[src/rtl/router_pkg.sv]
// rtl/router_pkg.sv - shared constants and state encoding for the router packet transmitter
package router_pkg;
    localparam int MAX_LEN = 63;
    localparam int ADDR_W  = 2;
    localparam int LEN_W   = 6;
    localparam logic [ADDR_W-1:0] INVALID_ADDR = 2'd3;

    typedef enum logic [2:0] {
        IDLE,
        LOAD,
        HEADER,
        PAYLOAD,
        PARITY,
        DONE
    } state_t;
endpackage

[src/rtl/router_pkt_tx_if.sv]
// rtl/router_pkt_tx_if.sv - request, payload and router-side signals of the packet transmitter
interface router_pkt_tx_if;
    import router_pkg::*;

    logic              start;
    logic [ADDR_W-1:0] dest_addr;
    logic [LEN_W-1:0]  pay_len;
    logic [7:0]        pay_data;
    logic              pay_valid;
    logic              pay_ready;
    logic              busy;
    logic [7:0]        data_out;
    logic              pkt_valid;
    logic              tx_done;
    logic              tx_err;
    logic              idle;

    modport master (
        output start, dest_addr, pay_len, pay_data, pay_valid, busy,
        input  pay_ready, data_out, pkt_valid, tx_done, tx_err, idle
    );

    modport slave (
        input  start, dest_addr, pay_len, pay_data, pay_valid, busy,
        output pay_ready, data_out, pkt_valid, tx_done, tx_err, idle
    );
endinterface

[src/rtl/router_tx_buf.sv]
// rtl/router_tx_buf.sv - payload buffer, synchronous write and combinational read
module router_tx_buf #(
    parameter int DEPTH = 64,
    parameter int AW    = 6
) (
    input  logic          clock,
    input  logic          wr_en,
    input  logic [AW-1:0] wr_addr,
    input  logic [7:0]    wr_data,
    input  logic [AW-1:0] rd_addr,
    output logic [7:0]    rd_data
);
    logic [7:0] mem [DEPTH];

    always_ff @(posedge clock) begin
        if (wr_en) begin
            mem[wr_addr] <= wr_data;
        end
    end

    assign rd_data = mem[rd_addr];
endmodule

[src/rtl/router_pkt_tx.sv]
// rtl/router_pkt_tx.sv - buffers a payload, then sends header, payload and XOR parity to the router
module router_pkt_tx
    import router_pkg::*;
#(
    parameter int MAX_LEN = router_pkg::MAX_LEN
) (
    input  logic           clock,
    input  logic           reset,
    router_pkt_tx_if.slave bus
);
    localparam logic [LEN_W-1:0] ONE = LEN_W'(1);

    state_t            state;
    logic [ADDR_W-1:0] addr_r;
    logic [LEN_W-1:0]  len_r;
    logic [LEN_W-1:0]  wr_idx;
    logic [LEN_W-1:0]  rd_idx;
    logic [7:0]        parity;
    logic [7:0]        rd_data;
    logic [7:0]        data_out_r;
    logic              pkt_valid_r;
    logic              pay_ready_r;
    logic              tx_done_r;
    logic              tx_err_r;
    logic              idle_r;
    logic              start_ok;
    logic              wr_en;

    assign start_ok = (bus.dest_addr != INVALID_ADDR) && (bus.pay_len != '0);
    assign wr_en    = (state == LOAD) && bus.pay_valid;

    router_tx_buf #(
        .DEPTH (MAX_LEN + 1),
        .AW    (LEN_W)
    ) u_buf (
        .clock   (clock),
        .wr_en   (wr_en),
        .wr_addr (wr_idx),
        .wr_data (bus.pay_data),
        .rd_addr (rd_idx),
        .rd_data (rd_data)
    );

    // rd_idx always points at the next byte to present, so data_out can be loaded on each accept
    always_ff @(posedge clock) begin
        if (reset) begin
            state       <= IDLE;
            addr_r      <= '0;
            len_r       <= '0;
            wr_idx      <= '0;
            rd_idx      <= '0;
            parity      <= '0;
            data_out_r  <= '0;
            pkt_valid_r <= 1'b0;
            pay_ready_r <= 1'b0;
            tx_done_r   <= 1'b0;
            tx_err_r    <= 1'b0;
            idle_r      <= 1'b1;
        end else begin
            tx_done_r <= 1'b0;
            tx_err_r  <= 1'b0;
            case (state)
                IDLE: begin
                    if (bus.start) begin
                        if (start_ok) begin
                            state       <= LOAD;
                            addr_r      <= bus.dest_addr;
                            len_r       <= bus.pay_len;
                            wr_idx      <= '0;
                            rd_idx      <= '0;
                            parity      <= '0;
                            pay_ready_r <= 1'b1;
                            idle_r      <= 1'b0;
                        end else begin
                            tx_err_r <= 1'b1;
                        end
                    end
                end
                LOAD: begin
                    if (bus.pay_valid) begin
                        if (wr_idx == len_r - ONE) begin
                            state       <= HEADER;
                            pay_ready_r <= 1'b0;
                            pkt_valid_r <= 1'b1;
                            data_out_r  <= {len_r, addr_r};
                        end else begin
                            wr_idx <= wr_idx + ONE;
                        end
                    end
                end
                HEADER: begin
                    if (!bus.busy) begin
                        parity     <= parity ^ data_out_r;
                        data_out_r <= rd_data;
                        rd_idx     <= rd_idx + ONE;
                        state      <= PAYLOAD;
                    end
                end
                PAYLOAD: begin
                    if (!bus.busy) begin
                        parity <= parity ^ data_out_r;
                        if (rd_idx == len_r) begin
                            data_out_r  <= parity ^ data_out_r;
                            pkt_valid_r <= 1'b0;
                            state       <= PARITY;
                        end else begin
                            data_out_r <= rd_data;
                            rd_idx     <= rd_idx + ONE;
                        end
                    end
                end
                PARITY: begin
                    if (!bus.busy) begin
                        data_out_r <= '0;
                        tx_done_r  <= 1'b1;
                        state      <= DONE;
                    end
                end
                DONE: begin
                    idle_r <= 1'b1;
                    state  <= IDLE;
                end
                default: begin
                    state <= IDLE;
                end
            endcase
        end
    end

    assign bus.data_out  = data_out_r;
    assign bus.pkt_valid = pkt_valid_r;
    assign bus.pay_ready = pay_ready_r;
    assign bus.tx_done   = tx_done_r;
    assign bus.tx_err    = tx_err_r;
    assign bus.idle      = idle_r;
endmodule

[src/flat_wrapper.sv]
// flat-port wrapper written by rule: the top's interface ports become plain ports
module router_pkt_tx_flat import router_pkg::*;
#(
    parameter int MAX_LEN = router_pkg::MAX_LEN
)
  (clock, reset, bus_start, bus_dest_addr, bus_pay_len, bus_pay_data, bus_pay_valid, bus_busy, bus_pay_ready, bus_data_out, bus_pkt_valid, bus_tx_done, bus_tx_err, bus_idle);
  router_pkt_tx_if bus_i ();
  input  logic clock;
  input  logic reset;
  input wire logic [$bits(bus_i.start)-1:0] bus_start;
  input wire logic [$bits(bus_i.dest_addr)-1:0] bus_dest_addr;
  input wire logic [$bits(bus_i.pay_len)-1:0] bus_pay_len;
  input wire logic [$bits(bus_i.pay_data)-1:0] bus_pay_data;
  input wire logic [$bits(bus_i.pay_valid)-1:0] bus_pay_valid;
  input wire logic [$bits(bus_i.busy)-1:0] bus_busy;
  output wire logic [$bits(bus_i.pay_ready)-1:0] bus_pay_ready;
  output wire logic [$bits(bus_i.data_out)-1:0] bus_data_out;
  output wire logic [$bits(bus_i.pkt_valid)-1:0] bus_pkt_valid;
  output wire logic [$bits(bus_i.tx_done)-1:0] bus_tx_done;
  output wire logic [$bits(bus_i.tx_err)-1:0] bus_tx_err;
  output wire logic [$bits(bus_i.idle)-1:0] bus_idle;
  assign bus_i.start = bus_start;
  assign bus_i.dest_addr = bus_dest_addr;
  assign bus_i.pay_len = bus_pay_len;
  assign bus_i.pay_data = bus_pay_data;
  assign bus_i.pay_valid = bus_pay_valid;
  assign bus_i.busy = bus_busy;
  assign bus_pay_ready = bus_i.pay_ready;
  assign bus_data_out = bus_i.data_out;
  assign bus_pkt_valid = bus_i.pkt_valid;
  assign bus_tx_done = bus_i.tx_done;
  assign bus_tx_err = bus_i.tx_err;
  assign bus_idle = bus_i.idle;
  router_pkt_tx #(.MAX_LEN(MAX_LEN)) u_core (.clock(clock), .reset(reset), .bus(bus_i));
endmodule
[config.mk]
export PLATFORM = sky130hd
export DESIGN_NAME = router_pkt_tx_flat
export DESIGN_NICKNAME = d
export VERILOG_FILES = /design/src/rtl/router_pkg.sv /design/src/rtl/router_pkt_tx_if.sv /design/src/rtl/router_tx_buf.sv /design/src/rtl/router_pkt_tx.sv /design/src/flat_wrapper.sv
export SDC_FILE = /design/constraint.sdc
export NUM_CORES = 1
export LEC_CHECK = 0
export BUFFER_PORTS_ARGS = -buffer_cell sky130_fd_sc_hd__buf_2
export CORE_UTILIZATION = 44
export DETAILED_ROUTE_END_ITERATION = 8
export GPL_TIMING_DRIVEN = 0
export PLACE_DENSITY = 0.64
export SLEW_MARGIN = 5
export SYNTH_ARGS = -nofsm -noshare
export SYNTH_HDL_FRONTEND = slang
export SYNTH_SLANG_ARGS = --single-unit
[constraint.sdc]
create_clock -name clock -period 5.5 [get_ports clock]
set_clock_uncertainty 0.1 [all_clocks]
set_input_delay 1.1 -clock clock [delete_from_list [all_inputs] [get_ports clock]]
set_output_delay 1.1 -clock clock [all_outputs]
set_load 0.01 [all_outputs]
* After elaboration in Yosys (flattened, before gate mapping)
Memory sizes are Yosys's and may differ from the RTL's. A register that Yosys moved wholly into a read port is not among the register bits. Index checks and enable logic that the tools add are counted.
Word-level totals: word-level logic and storage cells 109, register bits 44, RAM bits 512, memories kept 1
Operators by class: $add $sub $neg 3, reductions and logical operators 22, equal/unequal tests 19, bitwise logic cells 4, muxes and demuxes 48
Memory list:
- u_core.u_buf.mem | depth 64, bits a word 8, read ports 1, clocked after memory_dff 1, write ports 1, line router_tx_buf.sv:13 | logic [7:0] mem [DEPTH];
Operators by type and width (count):
- 8-bit two-way mux | 9
- 6-bit two-way mux | 9
- 8-bit case mux with 4 select lines | 1
- 3-bit two-way mux | 8
- 2-bit != test (second input constant) | 10
- 6-bit case mux with 3 select lines | 1
- 8-bit case mux with 2 select lines | 1
- 3-bit case mux with 5 select lines | 1
- 5-bit AND reduction | 3
- 1-bit two-way mux | 14
- 6-bit by 1-bit adder with 6-bit output (second input constant) | 2
- 6-bit equality test | 2
- 6-bit case mux with 2 select lines | 1
- 6-bit AND reduction | 2
- 8-bit AND reduction | 1
- 2-bit nonzero test | 4
- 8-bit XOR | 1
- 3-bit by 2-bit equality test with 1-bit output (second input constant) | 2
- 3-bit equality test (second input constant) | 2
- 1-bit case mux with 2 select lines | 3
- 3-bit AND reduction | 2
- 6-bit nonzero test | 1
- 6-bit by 1-bit subtractor with 6-bit output (second input constant) | 1
- 2-bit by 1-bit != test with 1-bit output (second input constant) | 2
- 9 further kinds | 13

* Logic depth before layout (Yosys ltp)
Gate-level depths: netlist of run 1.
word-level depth 7, depth in mapped cells 11, depth with buffers taken out 8

* Modules after synthesis
A second synthesis of run 1 with hierarchy kept.
Second synthesis, totals: cells, all modules 1204, area, all modules 22352.7 um2
Modules (own cells, without submodules):
- router_tx_buf | area an instance 20006.7 um2, seq. area each 15374.7 um2, cells an instance 932, instances 1
- router_pkt_tx | area an instance 2346.0 um2, seq. area each 880.8 um2, cells an instance 272, instances 1

* Worst setup path before layout of run 1
No wires, ideal clock.
path kind in2reg, from input bus_pay_len[0], to register u_core.wr_idx[5], data required time 5271 ps, cell stages on the path 6, path slack 2705 ps, arrival time 2566 ps, library setup time 129 ps, buffers on the path 0, cells stage by stage or4_1 -> o211ai_1 -> nor2_1 -> nor4_2 -> nor4_1 -> mux2i_1
On the way: word-level cells in the longest chain between the ends 4
RTL lines:
- start, declared | line flat_wrapper.sv:12 | input wire logic [$bits(bus_i.pay_len)-1:0] bus_pay_len;
- 6-bit nonzero test | line router_pkt_tx.sv:29 | assign start_ok = (bus.dest_addr != INVALID_ADDR) && (bus.pay_len != '0);
- 1-bit logical AND | line router_pkt_tx.sv:29
- 2-bit by 1-bit != test with 1-bit output (no line)
- 5-bit AND reduction (no line)
- end signal, assigned | line router_pkt_tx.sv:87 | wr_idx <= wr_idx + ONE;
- end, declared | line router_pkt_tx.sv:16 | logic [LEN_W-1:0] wr_idx;
No other way between the ends. A chain may end at the register's enable or synchronous reset.

==> impl_metrics.csv, run 1 <==
group,metric,value,unit
synth,avgSynthCellArea,18.3,um^2
critical_path,path_max_fanout,10,
timing,setup_viol,0,
synth,syn_inst,1233,
timing,layout_setup_ws,1.47,ns
cts,ctsResizeCount,0,
final_layout,layout-drive-gt1-share,20.7,%
final_layout,finalNetCount,1347,
floorplanning,die_y,228,um
synth,syn_area,22600,um^2
synth,ys_seq_area_share,72.6,%
floorplanning,core.rowCount,82,
global_route,grt_max_degree,65,
global_route,grt.overflow.total,0,
timing,period_share,73.3,%
timing,max_freq,248,MHz
critical_path,rr_worst_depth,10,
cts,clock-sinks,562,
final_layout,stdcell_count,2043,
critical_path,crit_chain,"buf_2 -> buf_2 -> buf_2 -> buf_2 -> buf_2 -> mux4_2 -> a221oi_1 -> o21ai_0 -> a41oi_1 -> o32ai_1",
global_route,grt_pass1_vias,12100,
pwr,powerDensity,342,nW/um^2
run_status,outcome,"completed",
final_layout,mostFrequentLayoutCell,"edfxtp_1",
cts,cts_buffers,56,
route,routed-via-count,12400,
run,max-cap-violations,0,
placement,detailed_place_hpwl,36400,um
synth,yosysWarnings,0,
synth,synth_edf_count,512,
worst_hold_path,hp-class,"reg -> reg",
timing,holdWs,0.367,ns
route,vias_per_cell,6.05,
critical_path,worst_r2r_endpoint,"u_core.bus.data_out[2]$_SDFFE_PP0P_",
timing,max_slew_margin,12.4,%
timing,tightest_slew,1.31,ns
synth,syn_nets,1257,
route,drt_wl_total,56900,um
global_route,grt_pass1_wl,83000,um
critical_path,critPathMaxStageDelay,0.48,ns
route,drc_errors,0,
final_layout,mostFrequentLayoutCells,"edfxtp_1 (512), mux4_2 (118), nor2_1 (106)",
global_route,antenna_found_initial,1,
floorplanning,fp.dieArea,52200,um^2
critical_path,critical_path.endpoint,"u_core.bus.data_out[2]$_SDFFE_PP0P_",
global_route,grtUsageTotal,22.1,%
timing,fin_tns_setup,0,ns
timing,rsz0062_at_grt,"no",
critical_path,slowest_stage,"buf_2",
placement,place_ws,1.53,ns
synth,synth_flop_cell,"edfxtp_1",
floorplanning,coreArea,50400,um^2
timing,fin_crit,4.03,ns
final_layout,final_area,25400,um^2
floorplanning,initial_utilization,44.8,%
synth,synth.distinct_cells,67,
cts,cts-root-buf,"clkbuf_16",
placement,gp_congestion,0.880,
placement,placed_cell_area,23600,um^2
placement,post-place-cells,1937,
floorplanning,pin_count,34,
pwr,p_leak,7.70,nW
cts,clkTransAtPathRegs,0.06,ns
critical_path,worstPathRequired,5.88,ns
final_layout,antenna_cells,0,
route,ant_nets,0,
critical_path,reg2reg_setup_slack,1.47,ns
cts,h-tree-depth,2,
synth,synthTopCellsByArea,"edfxtp_1 (68%), mux4_2 (12%), dfxtp_1 (4.4%)",
cts,cts_setup_buffers,0,
floorplanning,die_x,228,um
cts,clk_latency,0.62,ns
critical_path,crit_top_cell,"buf_2",
placement,port_buffers,32,
cts,holdBufCountCts,0,
synth,synth_top_area_share,68.2,%
synth,async_flop_share,0,%
timing,hold_violations,0,
critical_path,critical_path_arrival,4.42,ns
route,avgRoutedWirePerCell,27.9,um
pwr,ir_drop,0.315,mV
synth,synth_area_leader_cell,"edfxtp_1",
synth,synth_seq_cells,562,
final_layout,area_growth,12.5,%
route,drt-pass1-iter-count,5,
critical_path,path_class,"reg -> reg",
cts,clockBufferDepth,3,
cts,cts_tree,"done",
critical_path,critPathLaunchType,"flip-flop",
critical_path,endpoint_kind,"flip-flop",
route,drtIter0Drc,1540,
timing,slew_violations,0,
power breakdown:
part / total (mW) / internal, mW / switching (mW)
Clock: 3.81 / 2.19 / 1.62
Sequential: 4.68 / 4.67 / 0.00771
Combinational: 0.181 / 0.0441 / 0.137
Total: 8.67 / 6.90 / 1.77
worst min path at each step:
stage	startpoint	to	slack, ns	cells past startpoint
CTS	u_core.bus.pkt_valid$_SDFFE_PP0P_	u_core.bus.pkt_valid$_SDFFE_PP0P_	0.37	2
finish	u_core.bus.pkt_valid$_SDFFE_PP0P_	u_core.bus.pkt_valid$_SDFFE_PP0P_	0.37	2
floorplan	u_core.addr_r[1]$_SDFFE_PP0P_	u_core.addr_r[1]$_SDFFE_PP0P_	0.34	2
global placement	u_core.bus.pkt_valid$_SDFFE_PP0P_	u_core.bus.pkt_valid$_SDFFE_PP0P_	0.34	2
global route	u_core.bus.pkt_valid$_SDFFE_PP0P_	u_core.bus.pkt_valid$_SDFFE_PP0P_	0.39	2
detailed placement	u_core.addr_r[0]$_SDFFE_PP0P_	u_core.addr_r[0]$_SDFFE_PP0P_	0.35	2
metrics by stage:
stage	total power, mW	util (%)
after global placement	4.94	46.8
final	8.67	50.4
after CTS	8.71	50.4
after detailed placement	4.95	46.8
after floorplan	4.84	-
after global routing	8.89	50.4
sequential cells by signal, summed over array words and instances, names as in the netlist, named ones only:
register	cells
u_core.bus.pkt_valid	1
u_core.bus.idle	1
u_core.bus.pay_ready	1
u_core.u_buf.mem	512
u_core.bus.tx_err	1
u_core.wr_idx	6
u_core.rd_idx	6
u_core.bus.tx_done	1
u_core.bus.data_out	8
u_core.parity	8
u_core.state	3
u_core.len_r	6
u_core.addr_r	2
cell type report:
type | instances | area (um^2)
Buffer | 71 | 405
Clock buffer | 76 | 1490
Clock inverter | 30 | 333
Fill cell | 4059 | 25000
Inverter | 23 | 86.3
Multi-Input combinational cell | 577 | 5690
Sequential cell | 562 | 16400
Tap cell | 672 | 841
Timing Repair Buffer | 32 | 160
cell families (layout without fill, tap and decap cells):
| kind of cell | after synthesis | count (layout) | share of synthesized area (%) |
|---|---|---|---|
| AO/OA/AOI/OAI | 151 | 151 | 4.78 |
| XOR/XNOR | 19 | 19 | 0.738 |
| adder cells (fa/ha/maj) | 3 | 3 | 0.166 |
| buffers and inverters | 94 | 232 | 2.18 |
| flip-flops | 562 | 562 | 72.6 |
| multiplexers | 164 | 164 | 14.6 |
| AND/OR/NAND/NOR | 240 | 240 | 4.93 |
cell usage after synthesis (5+ instances only):
master and number:
edfxtp_1 512, o211ai_1 7, a32o_1 5, mux4_2 118, mux2_2 9, nand3_1 23
nor2_1 106, xnor2_1 16, buf_6 8, clkbuf_1 38, mux4_1 10, nor3_1 5
o2111ai_1 5, buf_2 18, a311oi_1 5, nor2b_1 9, a22oi_1 12, nor4_1 6
dfxtp_1 50, inv_1 22, a21oi_1 41, nand3b_1 6, a32oi_1 5, o21ai_0 21
nand2b_1 5, o32ai_1 7, mux2i_1 27, or2_2 9, a221oi_1 8, nand2_1 49
per-layer routing:
metal,vias up,GRT usage (%),wire [um]
met5,-,0,8
met4,2,7.91,1920
met3,122,5.19,5240
met2,645,33.7,26200
met1,6393,31.2,23500
li1,5196,-,-
worst max-delay path: cells and delay by family (launching register included):
family | cells | cell delay, ns
buffers and inverters | 5 | 1.95
DFF | 1 | 0.37
AOI/OAI and AO/OA | 4 | 1.01
muxes | 1 | 0.45
Note: power is estimated with default switching activity, not from simulation.
==> inputs of run 2 (changes only) <==
--- a/config.mk
+++ b/config.mk
@@ -9,7 +9,7 @@
 export CORE_UTILIZATION = 44
 export DETAILED_ROUTE_END_ITERATION = 8
 export GPL_TIMING_DRIVEN = 0
-export PLACE_DENSITY = 0.64
+export PLACE_DENSITY = 0.66
 export SLEW_MARGIN = 5
 export SYNTH_ARGS = -nofsm -noshare
 export SYNTH_HDL_FRONTEND = slang
==> constraint.sdc (replaced) <==
create_clock -name clock -period 3.5 [get_ports clock]
set_clock_uncertainty 0.1 [all_clocks]
set_input_delay 0.7 -clock clock [delete_from_list [all_inputs] [get_ports clock]]
set_output_delay 0.7 -clock clock [all_outputs]
set_load 0.01 [all_outputs]
==> run 2 against run 1 <==
Against the previous run:
- via count unchanged
- register-to-register slack worse by 1.5 ns
- sequential power up 57%
- final cell count down 0.24%
- sequential cell count unchanged
- clock power up 56%
- design area about the same
- global-route usage down 0.36 points
- sequential share of layout area about the same
==> impl_metrics.csv, run 2 (synthesis results as in run 1) <==
group,metric,value,unit
placement,gp_congestion,0.905,
cts,holdBufCountCts,0,
cts,clockBufferDepth,3,
global_route,grtUsageTotal,21.8,%
timing,tightest_slew,1.29,ns
critical_path,critPathLaunchType,"flip-flop",
cts,h-tree-depth,2,
placement,port_buffers,32,
route,avgRoutedWirePerCell,27.8,um
cts,clock-sinks,562,
timing,setup_viol,0,
run_status,outcome,"completed",
route,vias_per_cell,6.06,
timing,fin_crit,3.49,ns
floorplanning,coreArea,50400,um^2
critical_path,endpoint_kind,"flip-flop",
floorplanning,core.rowCount,82,
route,ant_nets,0,
critical_path,cp_top_family,"buffers and inverters",
timing,rsz0062_at_grt,"no",
timing,slew_violations,0,
global_route,grt_max_degree,65,
critical_path,path_max_fanout,10,
route,drt_wl_total,56600,um
critical_path,path_class,"reg -> reg",
floorplanning,die_x,228,um
route,routed-via-count,12400,
floorplanning,fp.dieArea,52200,um^2
cts,clkTransAtPathRegs,0.06,ns
critical_path,cp.buffers_inverters,3,
critical_path,crit_top_cell,"buf_2",
final_layout,largest_register,"u_core.u_buf.mem",
final_layout,mostFrequentLayoutCells,"edfxtp_1 (512), mux4_2 (118), nor2_1 (106)",
cts,cts_buffers,54,
route,drc_errors,0,
worst_hold_path,hp-class,"in -> reg",
cts,cts_setup_buffers,0,
pwr,powerDensity,535,nW/um^2
critical_path,slowest_stage,"clkbuf_1",
final_layout,area_growth,12.5,%
run,max-cap-violations,0,
final_layout,mostFrequentLayoutCell,"edfxtp_1",
cts,clk_latency,0.61,ns
timing,hold_violations,0,
route,drt-pass1-iter-count,6,
cts,cts-root-buf,"clkbuf_16",
critical_path,critical_path_arrival,3.90,ns
final_layout,final_area,25400,um^2
cts,cts_tree,"done",
critical_path,worstPathRequired,3.91,ns
timing,max_freq,287,MHz
critical_path,critPathMaxStageDelay,0.66,ns
floorplanning,die_y,228,um
final_layout,largest_reg_flops,512,
final_layout,stdcell_count,2038,
global_route,antenna_found_initial,1,
floorplanning,pin_count,34,
placement,detailed_place_hpwl,36000,um
route,drtIter0Drc,1908,
timing,max_slew_margin,13.7,%
final_layout,finalNetCount,1345,
pwr,ir_drop,0.415,mV
global_route,grt_pass1_vias,12000,
global_route,grt.overflow.total,0,
global_route,grt_pass1_wl,82300,um
final_layout,layout-drive-gt1-share,21.2,%
floorplanning,initial_utilization,44.8,%
critical_path,crit_chain,"buf_2 -> buf_2 -> clkbuf_1 -> nor2_1 -> a221oi_1 -> a21oi_1 -> a32oi_1 -> a31oi_1 -> o32ai_1",
placement,placed_cell_area,23600,um^2
pwr,p_leak,7.71,nW
final_layout,antenna_cells,0,
placement,post-place-cells,1937,
timing,period_share,99.6,%
[run 2: per-layer routing]
metal | vias to the layer above | GRT usage, % | routed length (um)
met1 | 6479 | 31.0 | 24000
met2 | 583 | 34.1 | 26400
met3 | 110 | 4.18 | 4700
met5 | - | 0 | 12
met4 | 2 | 6.54 | 1510
li1 | 5184 | - | -
[run 2: final timing paths]
kind / startpoint / endpoint / slack [ns] / depth (start not counted)
max: flip-flop / u_core.bus.data_out[1]$_SDFFE_PP0P_ / 0.01 / 9
min: bus_pay_len[1] / u_core.len_r[1]$_SDFFE_PP0P_ / 0.24 / 3
max reg2reg: flip-flop / u_core.bus.data_out[1]$_SDFFE_PP0P_ / 0.01 / 9
min reg2reg: u_core.bus.pkt_valid$_SDFFE_PP0P_ / u_core.bus.pkt_valid$_SDFFE_PP0P_ / 0.35 / 2
[run 2: area by class of cell]
class                           instances  area (um^2)
Clock inverter                         34          360
Tap cell                              672          841
Clock buffer                           67         1420
Timing Repair Buffer                   32          160
Multi-Input combinational cell        577         5690
Sequential cell                       562        16400
Buffer                                 71          434
Inverter                               23         86.3
Fill cell                            4020        25000
[run 2: worst register-to-register path, cell delays in order, from the launching register on]
cell,delay [ns]
dfxtp_1,0.48
buf_2,0.39
buf_2,0.41
clkbuf_1,0.66
nor2_1,0.10
a221oi_1,0.33
a21oi_1,0.12
a32oi_1,0.46
a31oi_1,0.20
o32ai_1,0.14
[run 2: what timing repair did]
item / in CTS / in global routing
cloned: 0 / 0
resized for setup: 10 / 7
endpoints found under the setup margin: 8 / 4
[run 2: power breakdown]
part	internal (mW)	switching, mW
combinational	0.0692	0.215
sequential	7.34	0.0117
clock	3.41	2.54
total	10.8	2.77
[run 2: per-stage QoR]
step | setup slack (ns) | power, mW | TNS, ns | hold slack, ns | util [%]
final | 0.0136 | 13.6 | 0 | 0.236 | 50.4
after CTS | 0.0253 | 13.6 | 0 | 0.212 | 50.3
after floorplan | 1.00 | 7.61 | 0 | 0.336 | -
after detailed placement | -0.461 | 7.77 | -2.01 | 0.350 | 46.8
after global routing | 0.00357 | 13.9 | 0 | 0.239 | 50.4
after global placement | -0.490 | 7.76 | -2.26 | 0.340 | 46.8
==> inputs of run 3 (changes only) <==
--- a/config.mk
+++ b/config.mk
@@ -10,7 +10,9 @@
 export DETAILED_ROUTE_END_ITERATION = 8
 export GPL_TIMING_DRIVEN = 0
 export PLACE_DENSITY = 0.66
+export REMOVE_ABC_BUFFERS = 1
 export SLEW_MARGIN = 5
 export SYNTH_ARGS = -nofsm -noshare
 export SYNTH_HDL_FRONTEND = slang
 export SYNTH_SLANG_ARGS = --single-unit
+export TNS_END_PERCENT = 10
==> constraint.sdc (replaced) <==
create_clock -name clock -period 3.5 [get_ports clock]
set_clock_uncertainty 0.1 [all_clocks]
set_input_delay 0.7 -clock clock [delete_from_list [all_inputs] [get_ports clock]]
set_output_delay 0.7 -clock clock [all_outputs]
set_load 0.05 [all_outputs]
==> run 3 against run 2 <==
Against the previous run:
- power is 4.2% lower
- largest power group unchanged
- worst hold slack gained 0.020 ns
- design area fell by 1.5%
- wire length shrank 9.5%
- die area unchanged
- sequential cell count unchanged
- non-clock buffer count shrank 62
- worst setup slack better by 0.20 ns
- via count decreased by 5.1%
- critical path depth decreased by 3
- final cell count fell by 3.2%
==> impl_metrics.csv, run 3 (synthesis results as in run 1) <==
group,metric,value,unit
critical_path,path_max_fanout,16,
final_layout,regArea,16400,um^2
floorplanning,initial_utilization,44.8,%
timing,rsz0062_at_grt,"no",
critical_path,worst_r2r_endpoint,"u_core.bus.data_out[5]$_SDFFE_PP0P_",
critical_path,critPathMaxStageDelay,0.88,ns
global_route,grt.overflow.total,0,
pwr,swShare,20.5,%
timing,fin_crit,3.29,ns
critical_path,endpoint_kind,"flip-flop",
floorplanning,die_x,228,um
cts,h-tree-depth,2,
final_layout,mostFrequentLayoutCells,"edfxtp_1 (512), mux4_2 (118), nor2_1 (106)",
worst_hold_path,hp-class,"in -> reg",
floorplanning,core.rowCount,82,
final_layout,multi_input_comb_area,5710,um^2
route,routed-via-count,11700,
placement,gp_congestion,0.826,
global_route,grtUsageTotal,19.8,%
final_layout,mostFrequentLayoutCell,"edfxtp_1",
floorplanning,fp.dieArea,52200,um^2
final_layout,antenna_cells,0,
timing,period_share,94.0,%
final_layout,largest_register,"u_core.u_buf.mem",
cts,clock-sinks,562,
timing,hold_violations,0,
pwr,p_int,10.4,mW
placement,place_ws,-0.00107,ns
route,drt_wl_total,51200,um
critical_path,worstPathRequired,3.90,ns
route,drtIter0Drc,1187,
timing,slew_violations,0,
cts,cts-root-buf,"clkbuf_16",
timing,layout_setup_ws,0.210,ns
timing,tightest_slew,1.30,ns
cts,holdBufCountCts,0,
final_layout,stdcell_count,1972,
pwr,power.switching,2.66,mW
critical_path,cp.buffers_inverters,2,
route,ant_nets,0,
final_layout,layout-drive-gt1-share,19.8,%
timing,max_slew_margin,13.5,%
pwr,power_frac_comb,2.2,%
pwr,p_leak,7.46,nW
pwr,powerDensity,521,nW/um^2
final_layout,final_core_util,49.6,%
critical_path,crit_chain,"inv_2 -> mux4_2 -> inv_1 -> a2111oi_2 -> a2111oi_1 -> o31ai_1",
cts,cts_setup_buffers,0,
critical_path,path_class,"reg -> reg",
critical_path,cp_top_family,"compound AO/OA/AOI/OAI gates",
cts,cts_buffers,53,
route,avgRoutedWirePerCell,26.0,um
final_layout,area_growth,10.8,%
timing,max_freq,304,MHz
global_route,grt_pass1_wl,76000,um
run,max-cap-violations,0,
global_route,grt_max_degree,65,
final_layout,fill_cells,4062,
floorplanning,coreArea,50400,um^2
timing,setup_viol,0,
pwr,fin_total_pwr,13.0,mW
placement,port_buffers,33,
placement,post-place-cells,1874,
critical_path,reg2reg_setup_slack,0.21,ns
route,vias_per_cell,5.95,
cts,clkTransAtPathRegs,0.06,ns
timing,fin_tns_setup,0,ns
final_layout,largest_reg_flops,512,
cts,clockBufferDepth,3,
global_route,grt_pass1_vias,11500,
critical_path,critical_path_arrival,3.69,ns
global_route,antenna_found_initial,1,
critical_path,crit_cells,6,
critical_path,critPathLaunchType,"flip-flop",
pwr,sequentialPowerShare,56.5,%
critical_path,rr_worst_depth,6,
critical_path,slowest_stage,"dfxtp_1",
pwr,clockPowerShare,41.3,%
floorplanning,pin_count,34,
cts,cts_tree,"done",
final_layout,finalNetCount,1282,
route,drc_errors,0,
critical_path,critical_path.endpoint,"u_core.bus.data_out[5]$_SDFFE_PP0P_",
placement,detailed_place_hpwl,30800,um
run_status,outcome,"completed",
floorplanning,die_y,228,um
route,drt-pass1-iter-count,7,
pwr,ir_drop,0.403,mV
cts,clk_latency,0.61,ns
## run 3: cell types whose count changed in the layout (fill, tap and decap cells not counted), sizes merged
cell and change:
clkdlybuf4s15 -1, clkinvlp -4, buf -24, clkinv -1, bufbuf +1, bufinv -5
clkbuf -31, inv -1
## run 3: how the worst min path moves through the flow
stage                                            startpoint                                 to  slack, ns  cells past startpoint
after floorplan               u_core.addr_r[1]$_SDFFE_PP0P_      u_core.addr_r[1]$_SDFFE_PP0P_       0.33                      2
after global placement    u_core.bus.pkt_valid$_SDFFE_PP0P_  u_core.bus.pkt_valid$_SDFFE_PP0P_       0.35                      2
after detailed placement  u_core.bus.pkt_valid$_SDFFE_PP0P_  u_core.bus.pkt_valid$_SDFFE_PP0P_       0.36                      2
after CTS                                  bus_dest_addr[0]      u_core.addr_r[0]$_SDFFE_PP0P_       0.23                      3
after global routing                               bus_busy      u_core.bus.tx_done$_SDFF_PP0_       0.25                      2
final                                      bus_dest_addr[0]      u_core.addr_r[0]$_SDFFE_PP0P_       0.26                      3
## run 3: worst register-to-register path: stages, from the launching register on
cell	delay, ns
dfxtp_1	0.88
inv_2	0.52
mux4_2	0.47
inv_1	0.07
a2111oi_2	0.73
a2111oi_1	0.14
o31ai_1	0.27
## run 3: per-layer routing
layer	GRT usage [%]	vias up	wire, um
met5	0	-	13
met4	5.91	2	1190
met3	4.47	85	4080
met2	30.7	456	23700
met1	28.1	6141	22200
li1	-	5049	-
## run 3: power by group through the flow
stage	Clock [mW]	Sequential, mW	Combinational [mW]
final	5.38	7.36	0.281
after global routing	5.71	7.36	0.304
after CTS	5.45	7.36	0.278
after detailed placement	0	7.50	0.277
after global placement	0	7.50	0.263
after floorplan	0	7.50	0.107
## run 3: repair_timing
item                                   4_1_cts  5_1_grt
gates resized for setup                      0        4
setup endpoints to repair                    1        3
endpoints found under the hold margin        0        0
cloned                                       1        0
## run 3: area by class of cell
cell class | count | area share [%]
Clock buffer | 74 | 5.62
Clock inverter | 23 | 0.716
Inverter | 23 | 0.346
Multi-Input combinational cell | 577 | 22.9
Sequential cell | 562 | 65.6
Tap cell | 672 | 3.37
Timing Repair Buffer | 41 | 1.50
## run 3: through the flow
step | instance area, um^2 | hold WS (ns)
after global placement | 23200 | 0.348
final | 25000 | 0.256
after floorplan | 22100 | 0.330
after global routing | 25000 | 0.253
after CTS | 25000 | 0.227
after detailed placement | 23300 | 0.357
